--- config.mk ---
export PLATFORM = sky130hd
export DESIGN_NAME = div_fixed_complex
export DESIGN_NICKNAME = d
export VERILOG_FILES = /design/src/rtl/fixed_pkg.sv /design/src/rtl/div_restoring_step.sv /design/src/rtl/div_fixed_complex.sv
export SDC_FILE = /design/constraint.sdc
export NUM_CORES = 1
export LEC_CHECK = 0
export BUFFER_PORTS_ARGS = -buffer_cell sky130_fd_sc_hd__buf_2
export CORE_MARGIN = 5
export CORE_UTILIZATION = 59
export DETAILED_ROUTE_END_ITERATION = 16
export GPL_TIMING_DRIVEN = 1
export HOLD_SLACK_MARGIN = 0.03
export PLACE_DENSITY = 0.79
export SYNTH_ARGS = -nofsm -noshare
export SYNTH_HDL_FRONTEND = slang
export SYNTH_SLANG_ARGS = --single-unit
export TNS_END_PERCENT = 100
--- constraint.sdc ---
create_clock -name clk -period 5.9 [get_ports clk]
set_input_delay 0.885 -clock clk [delete_from_list [all_inputs] [get_ports clk]]
set_output_delay 0.885 -clock clk [all_outputs]
set_load 0.05 [all_outputs]
--- src/rtl/fixed_pkg.sv ---
// Shared fixed-point definitions for the complex datapath: default Q format,
// derived widths, saturation bounds and the divider FSM encoding.
package fixed_pkg;

  localparam int QI_DEF = 3;
  localparam int QF_DEF = 3;

  function automatic int width_w(input int qi, input int qf);
    return qi + qf;
  endfunction

  function automatic int width_dw(input int qi, input int qf);
    return 2 * (qi + qf) + qf;
  endfunction

  function automatic int sat_pos(input int w);
    return (1 << (w - 1)) - 1;
  endfunction

  function automatic int sat_neg_mag(input int w);
    return 1 << (w - 1);
  endfunction

  localparam int SAT_POS_DEF = sat_pos(QI_DEF + QF_DEF);
  localparam int SAT_NEG_DEF = -sat_neg_mag(QI_DEF + QF_DEF);

  typedef enum logic [1:0] {
    IDLE = 2'd0,
    MULT = 2'd1,
    DIV  = 2'd2,
    DONE = 2'd3
  } state_t;

endpackage

--- src/rtl/div_restoring_step.sv ---
// Sequential unsigned restoring divider, one quotient bit per enabled cycle.
// After DW enabled cycles following load, quotient/remainder are final.
module div_restoring_step #(
  parameter int DW    = 15,
  parameter int DEN_W = 12
) (
  input  logic             clk,
  input  logic             rst_n,
  input  logic             load,
  input  logic [DW-1:0]    dividend,
  input  logic [DEN_W-1:0] divisor,
  input  logic             en,
  output logic [DW-1:0]    quotient,
  output logic [DEN_W-1:0] remainder
);

  logic [DW-1:0]    q;
  logic [DEN_W-1:0] r;
  logic [DEN_W-1:0] d;
  logic [DEN_W:0]   trial;
  logic [DEN_W:0]   diff;

  // r < d always holds, so trial < 2d and a clear borrow bit means trial >= d
  always_comb begin
    trial = {r, q[DW-1]};
    diff  = trial - {1'b0, d};
  end

  always_ff @(posedge clk or negedge rst_n) begin
    if (!rst_n) begin
      q <= '0;
      r <= '0;
      d <= '0;
    end else if (load) begin
      q <= dividend;
      r <= '0;
      d <= divisor;
    end else if (en) begin
      if (!diff[DEN_W]) begin
        r <= diff[DEN_W-1:0];
        q <= {q[DW-2:0], 1'b1};
      end else begin
        r <= trial[DEN_W-1:0];
        q <= {q[DW-2:0], 1'b0};
      end
    end
  end

  assign quotient  = q;
  assign remainder = r;

endmodule

--- src/rtl/div_fixed_complex.sv ---
// Sequential complex fixed-point divider y = a*conj(b)/|b|^2 in signed Q(QI.QF).
// Define DIV_FIXED_COMPLEX_ROUND_EN for round-half-away-from-zero instead of truncation.
module div_fixed_complex
  import fixed_pkg::*;
#(
  parameter int QI = QI_DEF,
  parameter int QF = QF_DEF
) (
  input  logic                    clk,
  input  logic                    rst_n,
  input  logic                    in_valid,
  output logic                    in_ready,
  input  logic signed [QI+QF-1:0] a_Re,
  input  logic signed [QI+QF-1:0] a_Im,
  input  logic signed [QI+QF-1:0] b_Re,
  input  logic signed [QI+QF-1:0] b_Im,
  output logic                    out_valid,
  input  logic                    out_ready,
  output logic signed [QI+QF-1:0] y_Re,
  output logic signed [QI+QF-1:0] y_Im,
  output logic                    div_by_zero,
  output logic                    bad_rep
);

  localparam int W     = width_w(QI, QF);
  localparam int DW    = width_dw(QI, QF);
  localparam int NW    = 2 * W + 1;
  localparam int DEN_W = 2 * W;
  localparam int CW    = $clog2(DW);
  localparam logic [DW:0] POS_LIM = (DW+1)'(sat_pos(W));
  localparam logic [DW:0] NEG_LIM = (DW+1)'(sat_neg_mag(W));

  state_t state, state_n;

  logic signed [W-1:0]     ar, ai, br, bi;
  logic signed [NW-1:0]    num_re, num_im;
  logic signed [DEN_W-1:0] br_sq, bi_sq;
  logic [DEN_W-1:0]        den, mag_re, mag_im;
  logic                    neg_re, neg_im, dz_r;
  logic [CW-1:0]           cnt;
  logic [DW-1:0]           quo_re, quo_im;
  logic [DEN_W-1:0]        rem_re, rem_im;
  logic [DW:0]             qm_re, qm_im;
  logic [W:0]              fit_re, fit_im;

  always_comb begin
    num_re = NW'(ar) * NW'(br) + NW'(ai) * NW'(bi);
    num_im = NW'(ai) * NW'(br) - NW'(ar) * NW'(bi);
    br_sq  = DEN_W'(br) * DEN_W'(br);
    bi_sq  = DEN_W'(bi) * DEN_W'(bi);
    den    = $unsigned(br_sq) + $unsigned(bi_sq);
    mag_re = num_re[NW-1] ? DEN_W'(-num_re) : DEN_W'(num_re);
    mag_im = num_im[NW-1] ? DEN_W'(-num_im) : DEN_W'(num_im);
  end

  div_restoring_step #(.DW(DW), .DEN_W(DEN_W)) u_div_re (
    .clk(clk), .rst_n(rst_n),
    .load(state == MULT), .dividend({mag_re, {QF{1'b0}}}), .divisor(den),
    .en(state == DIV), .quotient(quo_re), .remainder(rem_re)
  );

  div_restoring_step #(.DW(DW), .DEN_W(DEN_W)) u_div_im (
    .clk(clk), .rst_n(rst_n),
    .load(state == MULT), .dividend({mag_im, {QF{1'b0}}}), .divisor(den),
    .en(state == DIV), .quotient(quo_im), .remainder(rem_im)
  );

`ifdef DIV_FIXED_COMPLEX_ROUND_EN
  always_comb begin
    qm_re = {1'b0, quo_re} + (DW+1)'({rem_re, 1'b0} >= {1'b0, den});
    qm_im = {1'b0, quo_im} + (DW+1)'({rem_im, 1'b0} >= {1'b0, den});
  end
`else
  logic unused_rem;
  assign unused_rem = ^{rem_re, rem_im};
  always_comb begin
    qm_re = {1'b0, quo_re};
    qm_im = {1'b0, quo_im};
  end
`endif

  // Returns {saturated, value}; a zero magnitude is always plain 0
  function automatic logic [W:0] fit(input logic [DW:0] mag, input logic neg);
    logic [W-1:0] t;
    t = mag[W-1:0];
    if (mag == '0)
      return '0;
    else if (!neg)
      return (mag > POS_LIM) ? {1'b1, 1'b0, {(W-1){1'b1}}} : {1'b0, t};
    else
      return (mag > NEG_LIM) ? {1'b1, 1'b1, {(W-1){1'b0}}} : {1'b0, ~t + W'(1)};
  endfunction

  always_comb begin
    fit_re = fit(qm_re, neg_re);
    fit_im = fit(qm_im, neg_im);
  end

  always_comb begin
    state_n = state;
    case (state)
      IDLE:    if (in_valid) state_n = MULT;
      MULT:    state_n = (den == '0) ? DONE : DIV;
      DIV:     if (cnt == CW'(DW - 1)) state_n = DONE;
      DONE:    if (out_valid && out_ready) state_n = IDLE;
      default: state_n = IDLE;
    endcase
  end

  assign in_ready = (state == IDLE);

  always_ff @(posedge clk or negedge rst_n) begin
    if (!rst_n) begin
      state       <= IDLE;
      ar          <= '0;
      ai          <= '0;
      br          <= '0;
      bi          <= '0;
      neg_re      <= 1'b0;
      neg_im      <= 1'b0;
      dz_r        <= 1'b0;
      cnt         <= '0;
      out_valid   <= 1'b0;
      y_Re        <= '0;
      y_Im        <= '0;
      div_by_zero <= 1'b0;
      bad_rep     <= 1'b0;
    end else begin
      state <= state_n;
      if (state == IDLE && in_valid) begin
        ar <= a_Re;
        ai <= a_Im;
        br <= b_Re;
        bi <= b_Im;
      end
      if (state == MULT) begin
        dz_r   <= (den == '0);
        neg_re <= num_re[NW-1];
        neg_im <= num_im[NW-1];
        cnt    <= '0;
      end
      if (state == DIV) cnt <= cnt + CW'(1);
      // First DONE cycle latches the formed result; later cycles only wait for the consumer
      if (state == DONE && !out_valid) begin
        out_valid   <= 1'b1;
        div_by_zero <= dz_r;
        y_Re        <= dz_r ? '0 : fit_re[W-1:0];
        y_Im        <= dz_r ? '0 : fit_im[W-1:0];
        bad_rep     <= dz_r ? 1'b0 : (fit_re[W] | fit_im[W]);
      end else if (state == DONE && out_ready) begin
        out_valid <= 1'b0;
      end
    end
  end

endmodule

# After elaboration in Yosys (flattened, before gate mapping)
# Cells that the tools add are included.
[op_classes]
n_reduce_logical = 12
muxes = 34
magnitude_cmp = 4
multipliers = 6
add_sub_neg = 10
eq_ne = 7
n_bitwise = 3
[ops]
columns = ["cell", "count"]
rows = [
  ["$mux W12", 8],
  ["$mul A6 B6 Y12", 6],
  ["$mux W15", 4],
  ["$mux W7", 8],
  ["$logic_not A16 Y1", 2],
  ["$gt A15 B5 Y1 const B", 2],
  ["$gt A15 B6 Y1 const B", 2],
  ["$sub A13 B12 Y13", 2],
  ["$neg A12 Y12", 2],
  ["$add A12 B12 Y13", 1],
  ["$sub A12 B12 Y13", 1],
  ["$add A12 B12 Y12", 1],
  ["$add A6 B1 Y6 const B", 2],
  ["$logic_not A12 Y1", 1],
  ["$mux W6", 2],
  ["$not A6 Y6", 2],
  ["$mux W4", 2],
  ["$pmux W2 S4", 1],
  ["$mux W1", 6],
  ["$mux W2", 3],
  ["$ne A2 B2 Y1 const B", 3],
  ["$add A4 B1 Y4 const B", 1],
  ["$eq A2 B2 Y1 const B", 2],
  ["$eq A4 B4 Y1 const B", 1],
  ["other kinds (7)", 11],
]
[word_totals]
word_cells = 95
inputBits = 28
regBits = 114
out_inout_bits = 16

# Longest topological paths before layout
# Gate-level depths: netlist (run 1).
[depth]
depth_word = 7
mapped_depth = 24
depth_no_buf = 23

# Cells and area by module
# From an unflattened synthesis (run 1), not the netlist that was laid out.
[unflattened]
cells_unflattened = 1776
hier_area_um2 = 16304.4
[modules_own_cells]
columns = ["mod", "area_per_inst_um2", "instances", "cells_per_inst", "seq_area_each_um2"]
rows = [
  ["div_fixed_complex", 11442.2, 1, 1228, 1201.2],
  ["div_restoring_step", 2431.1, 2, 274, 975.9],
]

# Least setup slack after synthesis (run 1)
# Ideal clock, no wire load.
[synth_timing]
path_type = "flip-flop to flip-flop"
startpoint = "register br[4]"
endpoint = "register u_div_im.q[14], in the netlist u_div_im.quotient[14]"
arrival_time_ns = 5.923
period_less_slack_ns = 6.067
path_stages_with_launch = 20
path_buffers = 2
required_ns = 5.756
setup_ns = 0.144
slack_ns = -0.167
cell_sequence = "dfrtp_1 clkbuf_1 clkbuf_1 nand2_1 fa_1 inv_1 fa_1 fa_1 fa_1 fa_1 fa_1 ha_1 inv_1 nor4_1 nor2_1 xnor2_1 or3b_4 o41ai_2 xor2_1 o221ai_1"
[synth_between]
elab_chain_len = 5
[synth_rtl]
columns = ["item", "line", "source"]
rows = [
  ["from (decl)", "div_fixed_complex.sv:35", "logic signed [W-1:0] ar, ai, br, bi;"],
  ["from (signal assigned)", "div_fixed_complex.sv:133", "br <= b_Re;"],
  ["$mul A6 B6 Y12 (*)", "div_fixed_complex.sv:48", "num_im = NW'(ai) * NW'(br) - NW'(ar) * NW'(bi);"],
  ["$sub A12 B12 Y13 (*)", "div_fixed_complex.sv:48", ""],
  ["$neg A12 Y12", "div_fixed_complex.sv:53", "mag_im = num_im[NW-1] ? DEN_W'(-num_im) : DEN_W'(num_im);"],
  ["$mux W12 (*)", "div_fixed_complex.sv:53", ""],
  ["$mux W15 (*)", "div_restoring_step.sv:34", "end else if (load) begin"],
  ["to (signal assigned)", "div_restoring_step.sv:35", "q <= dividend;"],
  ["to (signal assigned)", "div_restoring_step.sv:41", "q <= {q[DW-2:0], 1'b1};"],
  ["to (signal assigned)", "div_restoring_step.sv:44", "q <= {q[DW-2:0], 1'b0};"],
  ["to (decl)", "div_restoring_step.sv:17", "logic [DW-1:0] q;"],
]
# Mark *: on every way between the ends. The rest lies on a longest branch, timed or not.
# A chain may end at the register's enable or synchronous reset.

# Worst setup path after layout (run 1)
[layout_timing]
startpoint = "register bi[0]"
endpoint = "register u_div_re.q[13], in the netlist u_div_re.quotient[13]"
[layout_between]
elab_chain_len = 5
[layout_rtl]
columns = ["item", "line", "source"]
rows = [
  ["from (decl)", "div_fixed_complex.sv:35", ""],
  ["from (signal assigned)", "div_fixed_complex.sv:134", "bi <= b_Im;"],
  ["$mul A6 B6 Y12 (*)", "div_fixed_complex.sv:47", "num_re = NW'(ar) * NW'(br) + NW'(ai) * NW'(bi);"],
  ["$add A12 B12 Y13 (*)", "div_fixed_complex.sv:47", ""],
  ["$neg A12 Y12", "div_fixed_complex.sv:52", "mag_re = num_re[NW-1] ? DEN_W'(-num_re) : DEN_W'(num_re);"],
  ["$mux W12 (*)", "div_fixed_complex.sv:52", ""],
  ["$mux W15 (*)", "div_restoring_step.sv:34", ""],
  ["to (signal assigned)", "div_restoring_step.sv:35", ""],
  ["to (signal assigned)", "div_restoring_step.sv:41", ""],
  ["to (signal assigned)", "div_restoring_step.sv:44", ""],
  ["to (decl)", "div_restoring_step.sv:17", ""],
]
# Marked as above.

==> results of run 1 <==
==> worst paths after layout <==
path | start | end | cells after the start
max in group asynchronous | rst_n | ar[2]$_DFFE_PN0P_ | 2
min in group clk | y_Im[2]$_DFFE_PN0P_ | y_Im[2]$_DFFE_PN0P_ | 2
min reg2reg | y_Im[2]$_DFFE_PN0P_ | y_Im[2]$_DFFE_PN0P_ | 2
max reg2reg | bi[0]$_DFFE_PN0P_ | u_div_re.quotient[13]$_DFFE_PN0P_ | 20
min | rst_n | y_Im[3]$_DFFE_PN0P_ | 1
max | bi[0]$_DFFE_PN0P_ | u_div_re.quotient[13]$_DFFE_PN0P_ | 20
==> registers in the layout, summed over array words and instances (netlist names), 2 cells and up <==
register	count
ar	6
y_Re	6
cnt	4
u_div_re.remainder	12
u_div_im.quotient	15
br	6
u_div_im.remainder	12
state	2
bi	6
u_div_re.d	12
y_Im	6
u_div_re.quotient	15
ai	6
==> cell usage after synthesis, types with 5 or more instances <==
cell type and instances:
dfrtp_1 114, and3_1 8, a21oi_1 45, fa_1 203, or3_1 19, a211o_1 10
o21ai_1 6, o21a_1 6, o2bb2ai_1 10, mux2i_1 20, ha_1 160, inv_1 284
nor3b_1 5, nor4_1 14, clkbuf_1 60, o221ai_1 9, nor3_1 19, nand2b_1 26
nand3b_1 11, nor2_1 72, o31ai_1 8, o21ai_0 82, nand4_1 5, mux2_2 28
nand3_1 27, xor2_1 23, nor2b_1 13, a21o_1 8, nand2_1 131, and2_1 82
and4b_1 6, xnor2_1 54
==> through the flow <==
| step | worst slack, ns | instance area [sq um] |
|---|---|---|
| after floorplan | 0.0176 | 15400 |
| after global placement | 0.0600 | 16500 |
| after detailed placement | -0.129 | 16500 |
| after CTS | -0.00815 | 17300 |
| after global routing | -0.147 | 17800 |
| final | 0.0548 | 17800 |
==> worst reg2reg max path: cells and delay by family, from the launching register on <==
| kind | cells | cell delay, ns |
|---|---|---|
| buffers and inverters | 4 | 0.34 |
| AOI/OAI and AO/OA | 4 | 0.71 |
| muxes | 1 | 0.15 |
| and+or+nand+nor | 4 | 1.08 |
| adders and majority gates | 7 | 3.00 |
| DFF | 1 | 0.45 |
==> layout make-up <==
cell class,count,share of cell area (%)
inverter,286,6.06
multi-input combinational,1182,65.2
clock buffer,20,2.57
tap,335,2.36
sequential,114,16.1
clock inverter,9,0.887
timing repair buffer,157,6.78
==> placed cells by master (no fill, tap or decap), types with 23 or more instances in the layout <==
master    count
a21oi_1      39
and2_1       75
buf_2        42
buf_4       100
dfrtp_1     101
fa_1        192
ha_1        144
inv_1       276
mux2_2       28
nand2_1     126
nand2b_1     26
nand3_1      26
nor2_1       69
o21ai_0      79
xnor2_1      54
xor2_1       23
==> repair_timing <==
action	4_1_cts	5_1_grt
gates cloned	1	1
pin swaps	13	44
gates resized for setup	28	75
setup buffers	4	19
hold buffers	0	0
setup endpoints to repair	24	24
==> per-layer routing <==
metal | track usage [%] | vias to the layer above
met3 | 3.49 | 120
met1 | 33.2 | 6063
li1 | - | 5582
met5 | 0 | -
met2 | 44.7 | 420
met4 | 8.44 | 0
==> kinds of logic after synthesis <==
group,count (synthesis),share of synthesized area (%)
AOI/OAI and AO/OA,235,9.93
xor gates and xnor gates,80,4.70
muxes,48,3.35
DFF,114,18.5
and+or+nand+nor,455,15.4
buffers and inverters,352,8.67
adders and majority gates,363,39.4
==> flow_summary_export.csv, run 1 <==
group,metric,value,unit
run_status,status,"finished, final reports clean",
timing,finalHoldViolations,0,
drt,via_per_inst,5.79,
timing,finalCritPeriodShare,99.1,%
floorplanning,start_util,59.5,%
timing,drv_slew,0,
worst_setup_path,cp_slowest_cell,"or4b_2",
worst_setup_path,critPathBufInv,4,
worst_setup_path,startpoint_type,"flip-flop",
worst_setup_path,critPathRequiredTime,6.19,ns
synth,synth.cell_area,0.0154,sq mm
synth,synth_fp_nets,2038,
synth,synth.distinct_cells,73,
synth,ys_warn_count,0,
synth,syn_inst,1647,
drt,wl_per_cell,17.9,um
timing,clock_skew,0.00824,ns
drt,wl_met1,15.3,mm
placement,gp_congestion,0.919,
job,max_cap_viol_count,0,
timing,grt_setup_unrepaired,"true",
clocking,clock_latency,0.42,ns
worst_setup_path,path_cells,"buf_12, nand2_1, fa_1, inv_1, ha_1, inv_1, fa_1, inv_1, fa_1, fa_1, ha_1, ha_1, a21o_1, and4b_1, o21a_4, or4b_2, o311a_4, o311a_1, mux2i_1, nand3_1",
synth,async_flop_share,100,%
placement,dp_hpwl,27.2,mm
timing,setup-tns-final,0,ns
synth,synth_flop_cell,"dfrtp_1",
drt,drt_iter0_markers,771,
final_layout,drive_gt1_share,17.5,%
timing,relSlewSlack,30.5,%
timing,whs,0.473,ns
worst_setup_path,cp_common_cell,"fa_1",
placement,io_buffers,43,
synth,ys_seq_elements,114,
final_layout,syn2layout_area_growth,15.6,%
global_routing,grt_pass1_wl,61.3,mm
floorplanning,ios,44,
drt,met3RoutedLength,1.91,mm
timing,period_needed,5.85,ns
drt,dr_wl_met2,19.0,mm
global_routing,overflow,0,
worst_setup_path,critPathArrivalTime,6.13,ns
synth,syn_avg_cell_area,9.34,sq um
final_layout,nNetsFinal,2149,
worst_setup_path,cpPeakStageDelay,0.63,ns
floorplanning,die_x,171,um
synth,ys_top_cells_by_area,"fa_1 26%, dfrtp_1 19%, ha_1 13%",
timing,tightestPinTransition,1.04,ns
floorplanning,rows,59,
clocking,h-tree-depth,4,
drt,dr.pass1.iters,7,
final_layout,final_core_util,68.8,%
clocking,cts_tree,"yes",
global_routing,grt_pass1_vias,12676,
drt,drc_errors,0,
placement,dp.cells,2049,
drt,drt_wl_total,37.6,mm
final_layout,multi_input_area,0.0116,sq mm
floorplanning,die-area,0.0294,sq mm
clocking,cts.sinks,114,
worst_setup_path,r2r_slack,0.05,ns
drt,ant_nets,0,
final_layout,seq_area,0.00287,sq mm
worst_setup_path,cp_top_family,"adder cells",
final_layout,n_antenna_cell,0,
synth,synth_top_area_share,26.4,%
timing,fmax,171,MHz
worst_setup_path,worst-path-max-fanout,17,
clocking,cts_buffer_depth,2,
final_layout,fillers,1900,
worst_setup_path,end_kind,"flip-flop",
drt,top_layer_used,"met4",
final_layout,layout.cells.non_filler,2103,
global_routing,grt_max_degree,69,
min_path,min_path_type,"in -> async",
global_routing,grt_usage,25.7,%
worst_setup_path,crit_type,"reg -> reg",
drt,via_count,12185,
synth,synth_edf_count,0,
clocking,ctsRootBufferMaster,"clkbuf_16",
clocking,clk_pin_slew_worst_paths,0.06,ns
clocking,cts_buffers,17,
timing,setup_viol,0,
floorplanning,core,0.0258,sq mm
synth,synth_largest_area_cell,"fa_1",
floorplanning,die-height,171,um
global_routing,antenna_found_initial,0,
synth,yosysSeqAreaShare,18.5,%
Power of run 1 is left out: the tool's default activity adds up to more than one toggle a clock period on the data nets, which glitch-free logic cannot reach.
==> run 2, diff against run 1 <==
--- a/config.mk
+++ b/config.mk
@@ -7,11 +7,11 @@
 export LEC_CHECK = 0
 export BUFFER_PORTS_ARGS = -buffer_cell sky130_fd_sc_hd__buf_2
 export CORE_MARGIN = 5
-export CORE_UTILIZATION = 59
+export CORE_UTILIZATION = 60
 export DETAILED_ROUTE_END_ITERATION = 16
 export GPL_TIMING_DRIVEN = 1
 export HOLD_SLACK_MARGIN = 0.03
-export PLACE_DENSITY = 0.79
+export PLACE_DENSITY = 0.77
 export SYNTH_ARGS = -nofsm -noshare
 export SYNTH_HDL_FRONTEND = slang
 export SYNTH_SLANG_ARGS = --single-unit
==> constraint.sdc (replaced) <==
create_clock -name clk -period 6.91 [get_ports clk]
set_input_delay 1.0365 -clock clk [delete_from_list [all_inputs] [get_ports clk]]
set_output_delay 1.0365 -clock clk [all_outputs]
set_load 0.05 [all_outputs]
==> flow_summary_export.csv, run 2 (synthesis gave the netlist of run 1 again) <==
group,metric,value,unit
run_status,status,"finished, final reports clean",
clocking,clock_latency,0.43,ns
final_layout,nNetsFinal,2052,
drt,wl_met1,14.7,mm
drt,via_per_inst,5.66,
global_routing,antenna_found_initial,0,
drt,ant_nets,0,
drt,via_count,11335,
final_layout,syn2layout_area_growth,7.00,%
worst_setup_path,startpoint_type,"flip-flop",
drt,met3RoutedLength,1.48,mm
timing,grt_setup_unrepaired,"false",
drt,drt_wl_total,33.0,mm
timing,finalCritPeriodShare,94.0,%
floorplanning,ios,44,
min_path,min_path_type,"reg -> reg",
final_layout,final_core_util,65.4,%
clocking,postCtsHoldBufs,0,
timing,setup_viol,0,
timing,setup-tns-final,0,ns
clocking,clk_pin_slew_worst_paths,0.06,ns
worst_setup_path,path_cells,"inv_1, nor2_1, fa_1, inv_1, fa_1, fa_1, fa_1, inv_1, fa_1, fa_1, ha_1, fa_1, a21o_1, a21oi_1, o21bai_1, a21oi_1, xnor2_1, nand3_1, and4b_1, a21oi_1",
drt,drc_errors,0,
worst_setup_path,worst-path-max-fanout,19,
drt,drt_iter0_markers,784,
global_routing,grt_max_degree,67,
final_layout,n_antenna_cell,0,
worst_setup_path,end_kind,"flip-flop",
floorplanning,die-area,0.0289,sq mm
timing,fmax,154,MHz
floorplanning,rows,58,
worst_setup_path,crit_type,"reg -> reg",
worst_setup_path,critPathRequiredTime,7.27,ns
global_routing,grt_pass1_wl,56.8,mm
timing,clock_skew,0.0168,ns
clocking,ctsRootBufferMaster,"clkbuf_16",
worst_setup_path,cp_common_cell,"fa_1",
floorplanning,die_x,170,um
drt,dr_wl_met2,16.2,mm
floorplanning,die-height,170,um
global_routing,grt_pass1_vias,12023,
timing,drv_slew,0,
clocking,cts_buffer_depth,2,
final_layout,drive_gt1_share,7.95,%
clocking,h-tree-depth,4,
worst_setup_path,cpPeakStageDelay,0.80,ns
global_routing,grt_usage,23.8,%
timing,relSlewSlack,20.8,%
placement,io_buffers,43,
final_layout,final_common_cell,"inv_1",
timing,period_needed,6.50,ns
timing,finalHoldViolations,0,
clocking,cts_tree,"yes",
placement,gp_congestion,0.901,
worst_setup_path,critPathArrivalTime,6.85,ns
clocking,cts_buffers,17,
clocking,cts_post_setup_buffers_inserted,0,
job,max_cap_viol_count,0,
final_layout,layout_common_cells,"284 x inv_1, 203 x fa_1, 159 x ha_1",
drt,wl_per_cell,16.4,um
timing,whs,0.474,ns
floorplanning,start_util,61.1,%
timing,tightestPinTransition,1.19,ns
floorplanning,core,0.0252,sq mm
drt,dr.pass1.iters,5,
worst_setup_path,cp_slowest_cell,"dfrtp_1",
placement,dp_hpwl,25.2,mm
global_routing,overflow,0,
clocking,cts.sinks,114,
clocking,cts_resized,0,
drt,top_layer_used,"met4",
==> run 2: through the flow <==
step / instance area [sq um] / std cells / worst slack (ns)
floorplan: 15400 / 1647 / 0.843
global placement: 15900 / 1972 / 0.597
detailed placement: 15900 / 1972 / 0.452
CTS: 16500 / 2004 / 0.446
global route: 16500 / 2004 / 0.0359
finish: 16500 / 2004 / 0.413
==> run 2: area by class of cell <==
class,count,area [sq um]
Clock buffer,19,433
Multi-Input combinational cell,1181,11200
Clock inverter,13,136
Fill cell,2009,8720
Inverter,286,1070
Sequential cell,114,2850
Timing Repair Buffer,61,353
Tap cell,330,413
==> run 2: metal layers <==
metal	track usage, %	vias up
met1	32.4	5627
met2	40.9	288
li1	-	5367
met5	0	-
met3	2.93	53
met4	5.66	0
==> run 2: critical path: cells and delay by family (launching register included) <==
| family | cells | cell delay, ns |
|---|---|---|
| compound gates | 5 | 0.80 |
| xor+xnor | 1 | 0.17 |
| fa+ha+maj | 8 | 3.48 |
| buf+inv | 3 | 0.47 |
| flops | 1 | 0.80 |
| simple gates | 3 | 0.68 |
==> run 2: path summary, 6_finish.rpt <==
check                           slack [ns]                start  cells after the start                   end
worst max register to register        0.41    br[5]$_DFFE_PN0P_                     20  state[0]$_DFFE_PN0P_
min in group asynchronous             0.63                rst_n                      1   y_Im[0]$_DFFE_PN0P_
max in group asynchronous             4.95                rst_n                      2     ar[1]$_DFFE_PN0P_
worst min register to register        0.47  y_Im[2]$_DFFE_PN0P_                      2   y_Im[2]$_DFFE_PN0P_
worst max-delay path                  0.41    br[5]$_DFFE_PN0P_                     20  state[0]$_DFFE_PN0P_
worst min-delay path                  0.47  y_Im[2]$_DFFE_PN0P_                      2   y_Im[2]$_DFFE_PN0P_
Power of run 2 is left out for the same reason.
==> run 3, diff against run 2 <==
--- a/config.mk
+++ b/config.mk
@@ -6,12 +6,13 @@
 export NUM_CORES = 1
 export LEC_CHECK = 0
 export BUFFER_PORTS_ARGS = -buffer_cell sky130_fd_sc_hd__buf_2
-export CORE_MARGIN = 5
+export CORE_ASPECT_RATIO = 0.5
 export CORE_UTILIZATION = 60
 export DETAILED_ROUTE_END_ITERATION = 16
 export GPL_TIMING_DRIVEN = 1
 export HOLD_SLACK_MARGIN = 0.03
 export PLACE_DENSITY = 0.77
+export SKIP_CTS_REPAIR_TIMING = 1
 export SYNTH_ARGS = -nofsm -noshare
 export SYNTH_HDL_FRONTEND = slang
 export SYNTH_SLANG_ARGS = --single-unit
==> flow_summary_export.csv, run 3 (synthesis gave the netlist of run 1 again) <==
group,metric,value,unit
run_status,status,"finished, final reports clean",
drt,wl_met1,15.5,mm
worst_setup_path,critPathArrivalTime,6.95,ns
floorplanning,die-height,115,um
clocking,clk_pin_slew_worst_paths,0.06,ns
min_path,min_path_type,"reg -> reg",
worst_setup_path,startpoint_type,"flip-flop",
floorplanning,die_x,228,um
floorplanning,die-area,0.0263,sq mm
drt,drt_wl_total,34.3,mm
drt,met3RoutedLength,2.10,mm
drt,via_per_inst,5.71,
drt,via_count,11503,
drt,dr_wl_met2,16.0,mm
placement,dp_hpwl,26.5,mm
timing,setup_viol,0,
floorplanning,rows,40,
timing,period_needed,6.58,ns
drt,wl_per_cell,17.0,um
drt,drt_iter0_markers,809,
worst_setup_path,critPathRequiredTime,7.28,ns
final_layout,final_common_cell,"inv_1",
global_routing,overflow,0,
placement,io_buffers,43,
global_routing,grt_usage,28.1,%
global_routing,grt_pass1_wl,58.7,mm
global_routing,grt_pass1_vias,12000,
clocking,cts_tree,"yes",
final_layout,layout_common_cells,"284 x inv_1, 203 x fa_1, 159 x ha_1",
timing,relSlewSlack,34.4,%
floorplanning,ios,44,
timing,drv_slew,0,
timing,tightestPinTransition,0.982,ns
final_layout,n_antenna_cell,0,
global_routing,antenna_found_initial,0,
clocking,ctsRootBufferMaster,"clkbuf_16",
timing,fmax,152,MHz
placement,gp_congestion,0.880,
worst_setup_path,cp_slowest_cell,"dfrtp_1",
timing,grt_setup_unrepaired,"false",
global_routing,grt_max_degree,70,
worst_setup_path,cpPeakStageDelay,0.82,ns
timing,whs,0.476,ns
floorplanning,core,0.0246,sq mm
final_layout,nNetsFinal,2055,
worst_setup_path,crit_type,"reg -> reg",
timing,clock_skew,0.0117,ns
worst_setup_path,cp_common_cell,"fa_1",
drt,ant_nets,0,
job,max_cap_viol_count,0,
clocking,cts.sinks,114,
drt,dr.pass1.iters,5,
floorplanning,start_util,62.6,%
worst_setup_path,worst-path-max-fanout,15,
drt,drc_errors,0,
final_layout,final_core_util,67.2,%
clocking,cts_buffers,17,
placement,placed_cell_area,0.0159,sq mm
final_layout,drive_gt1_share,8.23,%
timing,finalCritPeriodShare,95.2,%
timing,setup-tns-final,0,ns
timing,finalHoldViolations,0,
clocking,h-tree-depth,4,
drt,top_layer_used,"met4",
clocking,clock_latency,0.44,ns
final_layout,finalInstanceArea,0.0165,sq mm
worst_setup_path,end_kind,"flip-flop",
clocking,cts_buffer_depth,2,
final_layout,syn2layout_area_growth,7.43,%
worst_setup_path,path_cells,"buf_4, nand2_1, fa_1, fa_1, fa_1, fa_1, inv_1, fa_1, fa_1, ha_1, fa_1, a21o_1, a21oi_1, o21bai_1, a21oi_1, xnor2_1, nand3_1, and4b_1, a21oi_1",
[run 3: final timing paths]
path / from / slack [ns] / to / depth (start not counted)
setup / recovery: br[5]$_DFFE_PN0P_ / 0.33 / state[0]$_DFFE_PN0P_ / 19
hold / removal: y_Im[0]$_DFFE_PN0P_ / 0.48 / y_Im[0]$_DFFE_PN0P_ / 2
setup reg to reg: br[5]$_DFFE_PN0P_ / 0.33 / state[0]$_DFFE_PN0P_ / 19
hold reg to reg: y_Im[0]$_DFFE_PN0P_ / 0.48 / y_Im[0]$_DFFE_PN0P_ / 2
max in group asynchronous: rst_n / 5.00 / u_div_re.d[3]$_DFFE_PN0P_ / 2
min in group asynchronous: rst_n / 0.61 / y_Im[0]$_DFFE_PN0P_ / 1
[run 3: stage by stage]
step	instances	worst slack (ns)
2_1_floorplan	1647	0.843
3_3_place_gp	1981	0.580
3_5_place_dp	1981	0.389
4_1_cts	2013	0.369
5_1_grt	2013	0.0270
6_report	2013	0.331
[run 3: metal layers]
metal	global-route usage (%)	vias to the layer above
met5	0	-
met4	8.05	0
met3	5.51	69
met2	47.0	367
met1	37.8	5682
li1	-	5385
[run 3: worst max-delay path: cells and delay by family (launching register included)]
family	cells	cell delay, ns
and+or+nand+nor	3	0.65
adders and majority gates	8	3.70
buffers and inverters	2	0.33
DFF	1	0.82
xor gates and xnor gates	1	0.21
AOI/OAI and AO/OA	5	0.79
[run 3: cell type report]
type	instances	area (sq um)
Clock buffer	19	453
Tap cell	336	420
Inverter	286	1070
Sequential cell	114	2850
Fill cell	1885	8050
Multi-Input combinational cell	1181	11200
Timing Repair Buffer	64	375
Clock inverter	13	151
Power of run 3 is left out for the same reason.
